File: src/rtl/vliw_mem_pkg.sv
// Shared defaults and state encoding for the VLIW MEM-stage load/store unit.
package vliw_mem_pkg;

  localparam int ADDR_W_DEF  = 22;
  localparam int DATA_W_DEF  = 32;
  localparam int TAG_W_DEF   = 5;
  localparam int MAX_OUT_DEF = 4;

  typedef enum logic {
    IDLE = 1'b0,
    REQ  = 1'b1
  } lsu_state_e;

endpackage

File: src/rtl/lsu_tag_fifo.sv
// Tag FIFO holding destination tags of loads awaiting read data.
import vliw_mem_pkg::*;

module lsu_tag_fifo #(
  parameter int DEPTH = MAX_OUT_DEF,
  parameter int WIDTH = TAG_W_DEF
) (
  input  logic             clk,
  input  logic             rst,
  input  logic             push,
  input  logic             pop,
  input  logic [WIDTH-1:0] din,
  output logic [WIDTH-1:0] dout,
  output logic             empty,
  output logic             full
);

  localparam int PW = $clog2(DEPTH);
  localparam int CW = PW + 1;

  logic [WIDTH-1:0] mem_q [DEPTH];
  logic [PW-1:0]    wr_q, wr_d;
  logic [PW-1:0]    rd_q, rd_d;
  logic [CW-1:0]    cnt_q, cnt_d;

  // DEPTH is a power of two, so pointers wrap naturally.
  always_comb begin
    wr_d  = wr_q + PW'(push);
    rd_d  = rd_q + PW'(pop);
    cnt_d = cnt_q + CW'(push) - CW'(pop);
  end

  always_ff @(posedge clk or posedge rst) begin
    if (rst) begin
      wr_q  <= '0;
      rd_q  <= '0;
      cnt_q <= '0;
    end else begin
      wr_q  <= wr_d;
      rd_q  <= rd_d;
      cnt_q <= cnt_d;
    end
  end

  always_ff @(posedge clk) begin
    if (push) mem_q[wr_q] <= din;
  end

  assign dout  = mem_q[rd_q];
  assign empty = (cnt_q == '0);
  assign full  = (cnt_q == CW'(DEPTH));

  a_no_ovf: assert property (
    @(posedge clk) disable iff (rst) !(push && full));
  a_no_udf: assert property (
    @(posedge clk) disable iff (rst) !(pop && empty));

endmodule

File: src/rtl/mem_lsu.sv
// MEM-stage load/store initiator: req/gnt issue, in-order rvalid return,
// tagged load responses with up to MAX_OUT loads in flight.
import vliw_mem_pkg::*;

module mem_lsu #(
  parameter int ADDR_W  = ADDR_W_DEF,
  parameter int DATA_W  = DATA_W_DEF,
  parameter int TAG_W   = TAG_W_DEF,
  parameter int MAX_OUT = MAX_OUT_DEF
) (
  input  logic              clk,
  input  logic              rst,
  input  logic              op_valid,
  output logic              op_ready,
  input  logic              op_we,
  input  logic [ADDR_W-1:0] op_addr,
  input  logic [DATA_W-1:0] op_wdata,
  input  logic [TAG_W-1:0]  op_tag,
  output logic              mem_req,
  input  logic              mem_gnt,
  output logic              mem_we,
  output logic [ADDR_W-1:0] mem_addr,
  output logic [DATA_W-1:0] mem_wdata,
  input  logic              mem_rvalid,
  input  logic [DATA_W-1:0] mem_rdata,
  output logic              resp_valid,
  output logic [DATA_W-1:0] resp_data,
  output logic [TAG_W-1:0]  resp_tag,
  output logic              store_done,
  output logic              busy,
  output logic              err_unexpected
);

  localparam int CW = $clog2(MAX_OUT + 1);

  lsu_state_e        state_q, state_d;
  logic              we_q, we_d;
  logic [ADDR_W-1:0] addr_q, addr_d;
  logic [DATA_W-1:0] wdata_q, wdata_d;
  logic [CW-1:0]     cnt_q, cnt_d;
  logic              rv_q, rv_d;
  logic [DATA_W-1:0] rdata_q, rdata_d;
  logic [TAG_W-1:0]  rtag_q, rtag_d;
  logic              sdone_q, sdone_d;
  logic              err_q, err_d;

  logic              accept, push, pop;
  logic              fifo_empty, fifo_full;
  logic [TAG_W-1:0]  fifo_dout;

  always_comb begin
    op_ready = ((state_q == IDLE) | ((state_q == REQ) & mem_gnt))
             & (cnt_q < CW'(MAX_OUT));
    accept   = op_valid & op_ready;
    push     = accept & ~op_we;
    pop      = mem_rvalid & (cnt_q != '0);

    state_d  = state_q;
    we_d     = we_q;
    addr_d   = addr_q;
    wdata_d  = wdata_q;

    unique case (state_q)
      IDLE:    if (accept) state_d = REQ;
      REQ:     if (mem_gnt) state_d = accept ? REQ : IDLE;
      default: state_d = IDLE;
    endcase

    if (accept) begin
      we_d    = op_we;
      addr_d  = op_addr;
      wdata_d = op_wdata;
    end

    // Load slot is reserved at accept so the FIFO can never overflow.
    cnt_d   = cnt_q + CW'(push) - CW'(pop);
    rv_d    = pop;
    rdata_d = pop ? mem_rdata : rdata_q;
    rtag_d  = pop ? fifo_dout : rtag_q;
    sdone_d = (state_q == REQ) & mem_gnt & we_q;
    err_d   = err_q | (mem_rvalid & (cnt_q == '0));
  end

  always_ff @(posedge clk or posedge rst) begin
    if (rst) begin
      state_q <= IDLE;
      we_q    <= 1'b0;
      addr_q  <= '0;
      wdata_q <= '0;
      cnt_q   <= '0;
      rv_q    <= 1'b0;
      rdata_q <= '0;
      rtag_q  <= '0;
      sdone_q <= 1'b0;
      err_q   <= 1'b0;
    end else begin
      state_q <= state_d;
      we_q    <= we_d;
      addr_q  <= addr_d;
      wdata_q <= wdata_d;
      cnt_q   <= cnt_d;
      rv_q    <= rv_d;
      rdata_q <= rdata_d;
      rtag_q  <= rtag_d;
      sdone_q <= sdone_d;
      err_q   <= err_d;
    end
  end

  lsu_tag_fifo #(
    .DEPTH (MAX_OUT),
    .WIDTH (TAG_W)
  ) u_tag_fifo (
    .clk   (clk),
    .rst   (rst),
    .push  (push),
    .pop   (pop),
    .din   (op_tag),
    .dout  (fifo_dout),
    .empty (fifo_empty),
    .full  (fifo_full)
  );

  assign mem_req        = (state_q == REQ);
  assign mem_we         = we_q;
  assign mem_addr       = addr_q;
  assign mem_wdata      = wdata_q;
  assign resp_valid     = rv_q;
  assign resp_data      = rdata_q;
  assign resp_tag       = rtag_q;
  assign store_done     = sdone_q;
  assign busy           = (state_q == REQ) | (cnt_q != '0);
  assign err_unexpected = err_q;

  a_cnt_fifo: assert property (@(posedge clk) disable iff (rst)
    (fifo_full == (cnt_q == CW'(MAX_OUT))) &&
    (fifo_empty == (cnt_q == '0)));

endmodule
File: config.mk
export PLATFORM = sky130hd
export DESIGN_NAME = mem_lsu
export DESIGN_NICKNAME = d
export VERILOG_FILES = /design/src/rtl/vliw_mem_pkg.sv /design/src/rtl/lsu_tag_fifo.sv /design/src/rtl/mem_lsu.sv
export SDC_FILE = /design/constraint.sdc
export NUM_CORES = 1
export LEC_CHECK = 0
export CAP_MARGIN = 5
export CORE_ASPECT_RATIO = 0.75
export CORE_UTILIZATION = 46
export CTS_CLUSTER_DIAMETER = 200
export DETAILED_ROUTE_END_ITERATION = 8
export PLACE_DENSITY_LB_ADDON = 0.15
export SLEW_MARGIN = 20
export SYNTH_ARGS = -nofsm -noshare
export SYNTH_HDL_FRONTEND = slang
export SYNTH_SLANG_ARGS = --single-unit
File: constraint.sdc
create_clock -name clk -period 7.6 [get_ports clk]
set_input_delay 2.28 -clock clk [delete_from_list [all_inputs] [get_ports clk]]
set_output_delay 2.28 -clock clk [all_outputs]
set_load 0.02 [all_outputs]
==> results.py <==
metrics = {
    "run_status": {
        "status": "complete, no violations",
    },
    "clock_tree": {
        "holdBufCountCts": 0,
        "cts_root_buf": "clkbuf_16",
        "htree_levels": 4,
        "post_cts_resized": 0,
        "cts.sinks": 123,
        "cts_buffer_depth": 2,
        "cts_setup_buffers": 0,
        "cts_tree": "built",
        "numCtsBuffers": 17,
        "clk_latency_ns": 0.40,
        "clkTransAtPathRegs_ns": 0.05,
    },
    "global_routing": {
        "grt_pass1_vias": 3433,
        "grt_start_max_net_pins": 80,
        "antenna_found_initial": 0,
        "grt_usage": 0.215,
        "grt_overflow": 0,
        "grt_pass1_wl_um": 17600,
    },
    "floorplan": {
        "io_pins": 195,
        "die_w_um": 120,
        "dieArea_um2": 10900,
        "coreArea_um2": 10200,
        "die_h_um": 90.9,
        "start_util": 0.472,
        "rows": 32,
    },
    "cells_and_area": {
        "final_util": 0.724,
        "n_fill_cell": 717,
        "multiInputGateArea_um2": 1540,
        "areaGrowthSynthToFinish_pct": 53.3,
        "fin_nets": 640,
        "insertedDiodeCount": 0,
        "drive_gt1_frac": 0.184,
        "regArea_um2": 3180,
    },
    "worst_setup_path": {
        "startpoint": "mem_gnt",
        "crit_end": "op_ready",
        "crit_type": "in -> out",
        "crit_top_cell": "clkdlybuf4s50_1",
        "reg2reg_slack_ns": 5.18,
        "path_cells": "clkdlybuf4s50_1, nor2b_4, nor2_1, clkdlybuf4s50_1",
        "r2r_start": "cnt_q[2]",
        "worst-path-max-fanout": 4,
        "reg2reg_depth": 7,
        "arrival_ns": 3.61,
        "worstSetupEndpointType": "output port",
        "cp_slowest_cell": "clkdlybuf4s50_1",
        "cp-start-kind": "input port",
        "slowest_delay_ns": 0.63,
        "crit_required_ns": 5.32,
        "r2r_end": "cnt_q[2]",
    },
    "yosys": {
        "yosys.area.top_type": "dfrtp_1",
        "yosysTopAreaCellShare": 0.532,
        "synth.most_common_cell": "nand2_1",
        "synthCells": 339,
        "synth.avg_cell_area_um2": 14.3,
        "syn_nets": 439,
        "synth_flop_cell": "dfrtp_1",
        "synth-edff-count": 20,
        "synth_area_um2": 4840,
        "yosysWarnings": 0,
        "seq_area_frac_synth": 0.656,
        "synth_cell_types": 30,
        "ys_top_cells_by_count": "112 x nand2_1, 103 x dfrtp_1, 39 x mux2_4",
        "ys_top_cells_by_area": "dfrtp_1 53%, edfxtp_1 12%, mux2_4 12%",
        "ys_ff_latch": 123,
        "synth_async_sr_flop_share": 0.837,
    },
    "run": {
        "drv_cap": 0,
    },
    "power_and_ir_drop": {
        "power_density_nw_per_um2": 424,
        "leakagePower_nw": 3.27,
        "vdd_drop_max_uv": 241,
    },
    "worst_hold_path": {
        "min_path_type": "reg -> reg",
    },
    "timing": {
        "slew_violations": 0,
        "tns_ns": 0,
        "period_minus_slack_ns": 5.89,
        "whs_ns": 0.467,
        "finalCritPeriodShare": 0.775,
        "relSlewSlack": 0.456,
        "finClkSkew_ns": 0.00645,
        "fmax_mhz": 170,
        "worst_slew_pin_slew_ns": 0.815,
        "rsz0062_at_grt": "no",
        "setup_viol": 0,
        "hold_violations": 0,
    },
    "routing": {
        "vias_per_cell": 4.79,
        "dr.pass1.iters": 5,
        "wl_per_cell_um": 15.9,
        "drc": 0,
        "antenna_left": 0,
        "drt-initial-drc-count": 110,
        "wirelength_um": 11000,
        "vias": 3297,
    },
    "placed_design": {
        "io_buffers": 194,
        "dp.final_hpwl_um": 7630,
        "place.gp.congestion": 0.739,
    },
}
==> area by class of cell <==
| class | count | area share |
|---|---|---|
| inverters | 4 | 0.00236 |
| flip-flops and latches | 123 | 0.428 |
| well taps | 136 | 0.0229 |
| clock inverters | 9 | 0.00978 |
| multi-input cells | 196 | 0.207 |
| repair buffers | 198 | 0.266 |
| clock buffers | 23 | 0.0631 |
==> cells in the final DEF, fill, tap and decap left out <==
cell and instances:
clkdlybuf4s50_1 194, nand2_1 112, dfrtp_1 103, mux2_4 39, edfxtp_1 20, clkbuf_16 17, mux2_2 16, clkinv_2 7
mux4_2 5, xnor2_1 5, clkbuf_1 4, buf_4 3, nor2_1 2, inv_1 2, and3b_2 2, ha_1 2
clkbuf_8 2, nor2b_4 1, nor3b_4 1, o31ai_4 1, inv_2 1, nor4b_2 1, xor2_1 1, and3_2 1
nor3b_1 1, nor3_1 1, a21o_1 1, nand2b_1 1, and3_1 1, or2_2 1, inv_4 1, fa_1 1
bufinv_16 1, clkinvlp_4 1, buf_6 1
==> worst min-delay path by stage <==
stage	cells past startpoint	end	start
5_1_grt	1	err_unexpected	err_unexpected
6_report	1	err_unexpected	err_unexpected
4_1_cts	1	err_unexpected	err_unexpected
3_3_place_gp	1	err_unexpected	err_unexpected
3_5_place_dp	1	err_unexpected	err_unexpected
2_1_floorplan	1	u_tag_fifo.wr_q[1]	u_tag_fifo.wr_q[1]
==> worst max-delay path, delay by kind of cell <==
kind	cells	cell delay, ns
buffers and inverters	2	1.16
and+or+nand+nor	2	0.16
==> metal layers <==
metal / vias to the layer above / global-route usage / wire (um)
met4: 0 / 0.0710 / 183
li1: 1535 / - / -
met1: 1607 / 0.272 / 4700
met5: - / 0 / 0
met3: 15 / 0.0802 / 849
met2: 140 / 0.342 / 5220
==> report_power, final <==
group / total [mW] / internal (mW) / switching, mW
clock network: 0.725 / 0.462 / 0.263
logic: 1.33 / 0.726 / 0.607
registers: 1.09 / 0.924 / 0.163
total: 3.14 / 2.11 / 1.03
==> kinds of logic (layout without fill, tap and decap cells) <==
kind of cell / after synthesis / count (layout) / share of synthesized area
buffers and inverters: 20 / 234 / 0.0271
flip-flops: 123 / 123 / 0.656
XOR/XNOR: 6 / 6 / 0.0109
multiplexers: 60 / 60 / 0.181
AND/OR/NAND/NOR: 125 / 125 / 0.109
adder cells (fa/ha/maj): 3 / 3 / 0.00930
AO/OA/AOI/OAI: 2 / 2 / 0.00594
==> sequential cells by signal, summed over array words and instances (netlist names) <==
signal            cells
mem_wdata            32
resp_data            32
mem_addr             22
u_tag_fifo.mem_q     20
resp_tag              5
cnt_q                 3
u_tag_fifo.rd_q       2
u_tag_fifo.wr_q       2
err_unexpected        1
mem_req               1
mem_we                1
resp_valid            1
store_done            1
==> metrics by stage <==
step / worst slack, ns / std cells / area (um^2) / power [mW]
after floorplan: 2.62 / 339 / 4840 / 1.83
after global placement: 1.75 / 657 / 6880 / 2.40
after detailed placement: 1.72 / 657 / 6880 / 2.43
after CTS: 1.71 / 689 / 7420 / 3.18
after global routing: 1.66 / 689 / 7420 / 3.31
final: 1.71 / 689 / 7420 / 3.14
Note: power is estimated with default switching activity, not from simulation.
